**src/rtl/cpu_flags_if.sv**
```systemverilog
// cpu_flags_if: ALU flag loop, status load/write strobes and P-byte outputs of the 6502 status unit.
interface cpu_flags_if;
  logic       alu_cout, alu_zero, alu_sign, alu_ovf, alu_cin;
  logic [1:0] cin_sel;
  logic       sub_mode, upd_en, bit_load, p_load, flag_wr, flag_val, push_brk, insn_boundary;
  logic [3:0] upd_mask;
  logic [7:0] data_in, p_in, p_out;
  logic [2:0] flag_sel;
  logic       flag_c, flag_d, irq_mask;
  modport master (
    output alu_cout, alu_zero, alu_sign, alu_ovf, cin_sel, sub_mode, upd_en, upd_mask,
           bit_load, data_in, p_load, p_in, flag_wr, flag_sel, flag_val, push_brk, insn_boundary,
    input  alu_cin, p_out, flag_c, flag_d, irq_mask
  );
  modport slave (
    input  alu_cout, alu_zero, alu_sign, alu_ovf, cin_sel, sub_mode, upd_en, upd_mask,
           bit_load, data_in, p_load, p_in, flag_wr, flag_sel, flag_val, push_brk, insn_boundary,
    output alu_cin, p_out, flag_c, flag_d, irq_mask
  );
endinterface

```
**src/rtl/cpu_flags.sv**
```systemverilog
// cpu_flags: 6502 P register closing the ALU flag loop, with PLP/SEx/CLx/BIT updates and delayed IRQ mask.
module cpu_flags (
  input logic        clk,
  input logic        reset,
  cpu_flags_if.slave bus
);
  logic c, z, i, d, v, n, irq_q;
  logic c_n, z_n, i_n, d_n, v_n, n_n;
  logic cv;
  // Only the highest-priority strobe takes effect; no per-bit merging between strobes.
  always_comb begin
    {n_n, v_n, d_n, i_n, z_n, c_n} = {n, v, d, i, z, c};
    if (bus.p_load) begin
      {n_n, v_n, d_n, i_n, z_n, c_n} = {bus.p_in[7:6], bus.p_in[3:0]};
    end else if (bus.flag_wr) begin
      c_n = bus.flag_sel == 3'd0 ? bus.flag_val : c;
      z_n = bus.flag_sel == 3'd1 ? bus.flag_val : z;
      i_n = bus.flag_sel == 3'd2 ? bus.flag_val : i;
      d_n = bus.flag_sel == 3'd3 ? bus.flag_val : d;
      v_n = bus.flag_sel == 3'd6 ? bus.flag_val : v;
      n_n = bus.flag_sel == 3'd7 ? bus.flag_val : n;
    end else if (bus.bit_load) begin
      n_n = bus.data_in[7];
      v_n = bus.data_in[6];
      z_n = bus.alu_zero;
    end else if (bus.upd_en) begin
      n_n = bus.upd_mask[3] ? bus.alu_sign : n;
      v_n = bus.upd_mask[2] ? bus.alu_ovf : v;
      z_n = bus.upd_mask[1] ? bus.alu_zero : z;
      c_n = bus.upd_mask[0] ? bus.alu_cout ^ bus.sub_mode : c;
    end
  end
  assign cv = bus.cin_sel == 2'b10 ? 1'b1 : (bus.cin_sel == 2'b00 ? c : 1'b0);
  assign bus.alu_cin  = cv ^ bus.sub_mode;
  assign bus.p_out    = {n, v, 1'b1, bus.push_brk, d, i, z, c};
  assign bus.flag_c   = c;
  assign bus.flag_d   = d;
  assign bus.irq_mask = irq_q;
  // irq_q samples the pre-update I, giving the one-instruction CLI/SEI/PLP latency.
  always_ff @(posedge clk or posedge reset) begin
    if (reset) begin
      {n, v, d, i, z, c} <= 6'b000100;
      irq_q <= 1'b1;
    end else begin
      {n, v, d, i, z, c} <= {n_n, v_n, d_n, i_n, z_n, c_n};
      if (bus.insn_boundary) irq_q <= i;
    end
  end
endmodule
```
**src/flat_wrapper.sv**
```systemverilog
// flat-port wrapper written by rule: the top's interface ports become plain ports
module cpu_flags_flat 
  (clk, reset, bus_alu_cout, bus_alu_zero, bus_alu_sign, bus_alu_ovf, bus_cin_sel, bus_sub_mode, bus_upd_en, bus_upd_mask, bus_bit_load, bus_data_in, bus_p_load, bus_p_in, bus_flag_wr, bus_flag_sel, bus_flag_val, bus_push_brk, bus_insn_boundary, bus_alu_cin, bus_p_out, bus_flag_c, bus_flag_d, bus_irq_mask);
  cpu_flags_if bus_i ();
  input logic clk;
  input logic reset;
  input wire logic [$bits(bus_i.alu_cout)-1:0] bus_alu_cout;
  input wire logic [$bits(bus_i.alu_zero)-1:0] bus_alu_zero;
  input wire logic [$bits(bus_i.alu_sign)-1:0] bus_alu_sign;
  input wire logic [$bits(bus_i.alu_ovf)-1:0] bus_alu_ovf;
  input wire logic [$bits(bus_i.cin_sel)-1:0] bus_cin_sel;
  input wire logic [$bits(bus_i.sub_mode)-1:0] bus_sub_mode;
  input wire logic [$bits(bus_i.upd_en)-1:0] bus_upd_en;
  input wire logic [$bits(bus_i.upd_mask)-1:0] bus_upd_mask;
  input wire logic [$bits(bus_i.bit_load)-1:0] bus_bit_load;
  input wire logic [$bits(bus_i.data_in)-1:0] bus_data_in;
  input wire logic [$bits(bus_i.p_load)-1:0] bus_p_load;
  input wire logic [$bits(bus_i.p_in)-1:0] bus_p_in;
  input wire logic [$bits(bus_i.flag_wr)-1:0] bus_flag_wr;
  input wire logic [$bits(bus_i.flag_sel)-1:0] bus_flag_sel;
  input wire logic [$bits(bus_i.flag_val)-1:0] bus_flag_val;
  input wire logic [$bits(bus_i.push_brk)-1:0] bus_push_brk;
  input wire logic [$bits(bus_i.insn_boundary)-1:0] bus_insn_boundary;
  output wire logic [$bits(bus_i.alu_cin)-1:0] bus_alu_cin;
  output wire logic [$bits(bus_i.p_out)-1:0] bus_p_out;
  output wire logic [$bits(bus_i.flag_c)-1:0] bus_flag_c;
  output wire logic [$bits(bus_i.flag_d)-1:0] bus_flag_d;
  output wire logic [$bits(bus_i.irq_mask)-1:0] bus_irq_mask;
  assign bus_i.alu_cout = bus_alu_cout;
  assign bus_i.alu_zero = bus_alu_zero;
  assign bus_i.alu_sign = bus_alu_sign;
  assign bus_i.alu_ovf = bus_alu_ovf;
  assign bus_i.cin_sel = bus_cin_sel;
  assign bus_i.sub_mode = bus_sub_mode;
  assign bus_i.upd_en = bus_upd_en;
  assign bus_i.upd_mask = bus_upd_mask;
  assign bus_i.bit_load = bus_bit_load;
  assign bus_i.data_in = bus_data_in;
  assign bus_i.p_load = bus_p_load;
  assign bus_i.p_in = bus_p_in;
  assign bus_i.flag_wr = bus_flag_wr;
  assign bus_i.flag_sel = bus_flag_sel;
  assign bus_i.flag_val = bus_flag_val;
  assign bus_i.push_brk = bus_push_brk;
  assign bus_i.insn_boundary = bus_insn_boundary;
  assign bus_alu_cin = bus_i.alu_cin;
  assign bus_p_out = bus_i.p_out;
  assign bus_flag_c = bus_i.flag_c;
  assign bus_flag_d = bus_i.flag_d;
  assign bus_irq_mask = bus_i.irq_mask;
  cpu_flags u_core (.clk(clk), .reset(reset), .bus(bus_i));
endmodule
```
**config.mk**
```make
export PLATFORM = sky130hd
export DESIGN_NAME = cpu_flags_flat
export DESIGN_NICKNAME = d
export VERILOG_FILES = /design/src/rtl/cpu_flags_if.sv /design/src/rtl/cpu_flags.sv /design/src/flat_wrapper.sv
export SDC_FILE = /design/constraint.sdc
export NUM_CORES = 1
export LEC_CHECK = 0
export BUFFER_PORTS_ARGS = -buffer_cell sky130_fd_sc_hd__buf_2
export CAP_MARGIN = 30
export CORE_MARGIN = 10
export CORE_UTILIZATION = 39
export DETAILED_ROUTE_END_ITERATION = 7
export HOLD_SLACK_MARGIN = 0.1
export PLACE_DENSITY = 0.83
export SKIP_CTS_REPAIR_TIMING = 1
export SYNTH_ARGS = -nofsm -noshare
export SYNTH_HDL_FRONTEND = slang
export SYNTH_SLANG_ARGS = --single-unit
```
**constraint.sdc**
```tcl
create_clock -name clk -period 2.5 [get_ports clk]
set_input_delay 0.375 -clock clk [delete_from_list [all_inputs] [get_ports clk]]
set_output_delay 0.375 -clock clk [all_outputs]
set_load 0.02 [all_outputs]
```
==> results of run 1 <==
metal layers:
metal  wire length, um  vias up  share of wire (%)
met5                 0        -                  0
met4                 0        0                  0
met3               162        0                9.5
met2               773       27                 45
met1               771      251                 45
li1                  -      295                  -
logic make-up after synthesis:
family	synth area share [%]
and+or+nand+nor	24.7
buffers and inverters	13.1
AOI/OAI and AO/OA	12.5
muxes	16.1
DFF	30.0
xor gates and xnor gates	2.96
other	0.634
sequential cells by signal, summed over array words and instances, names as in the netlist:
signal,cells
u_core.bus.irq_mask,1
u_core.n,1
u_core.z,1
u_core.i,1
u_core.v,1
u_core.bus.flag_d,1
u_core.bus.flag_c,1
cells in the final DEF, fill, tap and decap left out, types with 2 or more instances in the layout:
master,instances
a22oi_1,2
buf_2,39
clkbuf_4,3
dfrtp_1,5
dfstp_2,2
inv_1,2
mux2_1,3
mux2i_1,5
nand2_1,9
nand3b_1,2
nor2_1,2
o21ai_0,3
xor2_1,2
worst min path at each step:
stage,end,cells past startpoint
3_5_place_dp,u_core.z$_DFFE_PP0P_,2
3_3_place_gp,u_core.z$_DFFE_PP0P_,2
2_1_floorplan,u_core.bus.flag_c$_DFFE_PP0P_,1
5_1_grt,u_core.bus.irq_mask$_DFFE_PP1P_,2
4_1_cts,u_core.z$_DFFE_PP0P_,2
6_report,u_core.bus.flag_d$_DFFE_PP0P_,3
power groups by stage:
stage | registers [mW] | clock network (mW) | logic (mW)
floorplan | 0.147 | 0 | 0.0851
global placement | 0.140 | 0 | 0.126
detailed placement | 0.141 | 0 | 0.129
CTS | 0.139 | 0.106 | 0.129
global route | 0.141 | 0.108 | 0.141
finish | 0.139 | 0.100 | 0.128
worst max-delay path: stages, from the launching register on:
cell and delay [ns]:
dfrtp_1 0.37, nor2_1 0.05, nor2_1 0.10, xor2_1 0.14, buf_2 0.17
per-stage QoR:
step | util, % | setup WS (ns) | cells
floorplan | - | 1.12 | 65
global placement | 53.8 | 0.940 | 109
detailed placement | 53.8 | 0.932 | 109
CTS | 55.8 | 1.03 | 113
global route | 56.5 | 0.963 | 114
finish | 56.5 | 1.04 | 114
area by class of cell:
class / instances / area, um^2
Clock buffer: 4 / 26.3
Fill cell: 135 / 594
Inverter: 2 / 7.51
Multi-Input combinational cell: 46 / 337
Sequential cell: 7 / 178
Tap cell: 15 / 18.8
Timing Repair Buffer: 40 / 205
==> impl_metrics.json, run 1 <==
{
  "outcome": "completed",
  "fmax_mhz": 684,
  "ff2ff_path_depth": 2,
  "setup_viol": 0,
  "die_w_um": 59.0,
  "cp-endpoint": "bus_alu_cin",
  "met2_usage_pct": 15.9,
  "maxSlewViolCount": 0,
  "drt-wirelength-per-cell_um": 15.0,
  "cap_violations": 0,
  "firstDrtPassIters": 4,
  "finalCritPeriodShare_pct": 58.5,
  "synth_edf_count": 0,
  "ir_drop_v": 0.000303,
  "start_util_pct": 43.3,
  "fin_setup_tns_ns": 0,
  "num_antenna_cells": 0,
  "root_buffer": "clkbuf_4",
  "dr_total_vias": 573,
  "start_kind": "flop",
  "p_sw_share_pct": 32.6,
  "grt_pass1_vias": 654,
  "fin_skew_ns": 0.00342,
  "synth_largest_area_cell": "dfrtp_1",
  "p_clk_share_pct": 27.3,
  "cts_tree": "built",
  "finalCriticalPeriod_ns": 1.46,
  "ioPinCount": 51,
  "drive_gt1_share_pct": 48.5,
  "ys_warn_count": 0,
  "rows": 13,
  "gr-usage-all-layers_pct": 9.69,
  "placed_area_um2": 736,
  "pwr-share-comb_pct": 34.9,
  "cts_buffers": 3,
  "routabilityCongestion": 0.736,
  "routed_via_density": 5.03,
  "drt_wl_total_um": 1710,
  "rsz0062_at_grt": "no",
  "drcViolationCount": 0,
  "path_clk_slew_ns": 0.05,
  "crit_type": "flop to output port",
  "power.leakage_nw": 0.392,
  "core_um2": 1370,
  "crit_path_start": "u_core.bus.flag_c$_DFFE_PP0P_",
  "arrival_ns": 1.09,
  "grt_max_degree": 18,
  "p_per_area_nw_per_um2": 476,
  "r2r-end": "u_core.bus.flag_c$_DFFE_PP0P_",
  "grt_busiest_layer": "met2",
  "clock_latency_ns": 0.25,
  "drtIter0Drc": 15,
  "synth_cell_type_count": 31,
  "min_from": "bus_p_in[3]",
  "synth_commonest_cells": "nand2_1, buf_4, dfrtp_1, mux2i_1",
  "yosys_most_used_dff": "dfrtp_1",
  "grt_overflow": 0,
  "nets": 139,
  "total_power_uw": 367,
  "hold_viol_final": 0,
  "rrSetupSlack_ns": 1.65,
  "grt_use_met3_pct": 4.29,
  "synthToLayoutAreaGrowth_pct": 30.4,
  "place_hpwl_um": 1500,
  "rr_startpoint": "u_core.bus.flag_c$_DFFE_PP0P_",
  "hold_slack_ns": 0.345,
  "cts.sinks": 7,
  "clock_path_buffers": 2,
  "ys_seq_elements": 7,
  "hold_class": "primary input to flop",
  "cp-end-kind": "output port",
  "p_seq_share_pct": 37.8,
  "die-area_um2": 3480,
  "avgSynthCellArea_um2": 9.10,
  "ctsHtreeMaxLevel": 1,
  "synth_top_area_share_pct": 21.1,
  "synthTopCellsByArea": "dfrtp_1, buf_4, dfstp_2",
  "netlist_area_um2": 592,
  "syn-instance-count": 65,
  "ant_nets": 0,
  "yosysSeqAreaShare_pct": 30.0,
  "use_met1_pct": 10.6,
  "syn-num-nets": 104,
  "synth-async-reset-ratio_pct": 100,
  "crit_required_ns": 2.12,
  "grt_pass1_wl_um": 2700,
  "antenna_found_initial": 0,
  "crit_fanout": 4,
  "intPower_uw": 248,
  "die_y_um": 59.0,
  "port_buffers": 39,
  "synthMostInstantiatedCell": "nand2_1",
  "design_area_um2": 772,
  "power.switching_uw": 120
}
Note: power is estimated with default switching activity, not from simulation.
==> inputs of run 2 (changes only) <==
- CORE_UTILIZATION: 39 -> 33
- PLACE_DENSITY: 0.83 -> 0.75
- clock period: 2.5 -> 1.2 ns (I/O delays scaled with it)
==> impl_metrics.json, run 2 (synthesis gave the netlist of run 1 again) <==
{
  "outcome": "complete, but fails checks",
  "violations": "setup timing",
  "cp_slowest_cell": "dfrtp_1",
  "cts_tree": "built",
  "finalCriticalPeriod_ns": 1.26,
  "cp-end-kind": "output port",
  "grt_max_degree": 10,
  "drt_wl_total_um": 1780,
  "die_y_um": 62.4,
  "hold_viol_final": 0,
  "design_area_um2": 855,
  "grt_busiest_layer": "met2",
  "place_hpwl_um": 1590,
  "start_kind": "flop",
  "p_clk_share_pct": 26.5,
  "drtIter0Drc": 12,
  "root_buffer": "clkbuf_4",
  "core_um2": 1710,
  "layout_commonest_cell": "buf_2",
  "crit_required_ns": 1.02,
  "cts_buffers": 3,
  "gr-usage-all-layers_pct": 9.28,
  "drive_gt1_share_pct": 52.8,
  "fin_skew_ns": 0.0000475,
  "rr_startpoint": "u_core.bus.flag_c$_DFFE_PP0P_",
  "dr_total_vias": 628,
  "start_util_pct": 34.7,
  "cp_slowest_stage_delay_ns": 0.39,
  "r2r-end": "u_core.bus.flag_c$_DFFE_PP0P_",
  "min_from": "bus_p_in[3]",
  "antenna_found_initial": 0,
  "use_met1_pct": 10.0,
  "fin_ws_ns": -0.0570,
  "fmax_mhz": 796,
  "grt_overflow": 0,
  "synthToLayoutAreaGrowth_pct": 44.4,
  "die_w_um": 62.4,
  "p_sw_share_pct": 32.3,
  "path_cells": "nor2_1 > nor2_1 > xor2_1 > buf_4",
  "p_seq_share_pct": 36.2,
  "setup_viol": 1,
  "nets": 148,
  "cts.sinks": 7,
  "intPower_uw": 541,
  "ant_nets": 0,
  "instances_no_fill": 133,
  "cp-endpoint": "bus_alu_cin",
  "clock_latency_ns": 0.25,
  "finalCritPeriodShare_pct": 105,
  "placed_area_um2": 808,
  "die-area_um2": 3890,
  "clock_path_buffers": 2,
  "drcViolationCount": 0,
  "rows": 15,
  "most-common-layout-cells": "buf_2, buf_4, nand2_1",
  "power.switching_uw": 258,
  "routed_via_density": 4.72,
  "power.leakage_nw": 0.436,
  "p_per_area_nw_per_um2": 935,
  "crit_fanout": 3,
  "maxSlewViolCount": 0,
  "numPlacedInstances": 127,
  "arrival_ns": 1.08,
  "routabilityCongestion": 0.810,
  "firstDrtPassIters": 4,
  "ioPinCount": 51,
  "crit_type": "flop to output port",
  "drt-wirelength-per-cell_um": 13.4,
  "ff2ff_path_depth": 2,
  "rrSetupSlack_ns": 0.37,
  "met2_usage_pct": 15.6,
  "port_buffers": 39,
  "num_antenna_cells": 0,
  "grt_pass1_wl_um": 2980,
  "crit_path_start": "u_core.bus.flag_c$_DFFE_PP0P_",
  "utilization_pct": 50.0,
  "ctsHtreeMaxLevel": 1,
  "path_clk_slew_ns": 0.05,
  "rsz0062_at_grt": "yes",
  "hold_class": "primary input to flop",
  "cap_violations": 0,
  "grt_pass1_vias": 702,
  "cp_common_cell": "nor2_1",
  "grt_use_met3_pct": 3.05,
  "pwr-share-comb_pct": 37.3,
  "ir_drop_v": 0.000558
}
==> run 2: changes by cell type in the layout (fill, tap and decap cells not counted) <==
cell and delta:
buf_2 -1, buf_4 +10
==> run 2: routing by layer <==
layer	vias up	part of all wire [%]
met4	0	0.56
met3	2	6.8
met1	290	45
met5	-	0
li1	312	-
met2	24	48
==> run 2: through the flow <==
step	setup WS, ns	TNS (ns)	power [mW]	hold WS [ns]
after floorplan	0.0167	0	0.484	-0.0181
after global placement	-0.146	-0.206	0.575	0.118
after detailed placement	-0.161	-0.240	0.584	0.123
after CTS	-0.0956	-0.0956	0.806	-0.155
after global routing	-0.108	-0.108	0.850	0.156
final	-0.0570	-0.0570	0.799	0.135
==> run 2: worst max-delay path: cells and delay by family (launching register included) <==
kind	cells	cell delay, ns
XOR/XNOR	1	0.13
flip-flops	1	0.39
AND/OR/NAND/NOR	2	0.15
buffers and inverters	1	0.16
==> run 2: power groups by stage <==
| stage | Clock, mW | Combinational, mW | Sequential (mW) |
|---|---|---|---|
| after detailed placement | 0 | 0.290 | 0.294 |
| after CTS | 0.225 | 0.291 | 0.290 |
| final | 0.212 | 0.298 | 0.289 |
| after global routing | 0.231 | 0.325 | 0.294 |
| after global placement | 0 | 0.284 | 0.291 |
| after floorplan | 0 | 0.177 | 0.307 |
==> run 2: worst min path at each step <==
stage	cells past startpoint	slack, ns	end
6_report	3	0.14	u_core.bus.flag_d$_DFFE_PP0P_
5_1_grt	3	0.16	u_core.i$_DFFE_PP1P_
4_1_cts	2	-0.16	u_core.bus.flag_c$_DFFE_PP0P_
3_5_place_dp	2	0.12	u_core.n$_DFFE_PP0P_
3_3_place_gp	2	0.12	u_core.z$_DFFE_PP0P_
2_1_floorplan	1	-0.02	u_core.bus.flag_c$_DFFE_PP0P_
==> run 2: cell type report <==
cell class / count / area, um^2
Sequential cell: 7 / 178
Timing Repair Buffer: 49 / 275
Tap cell: 25 / 31.3
Fill cell: 171 / 853
Multi-Input combinational cell: 46 / 337
Inverter: 2 / 7.51
Clock buffer: 4 / 26.3
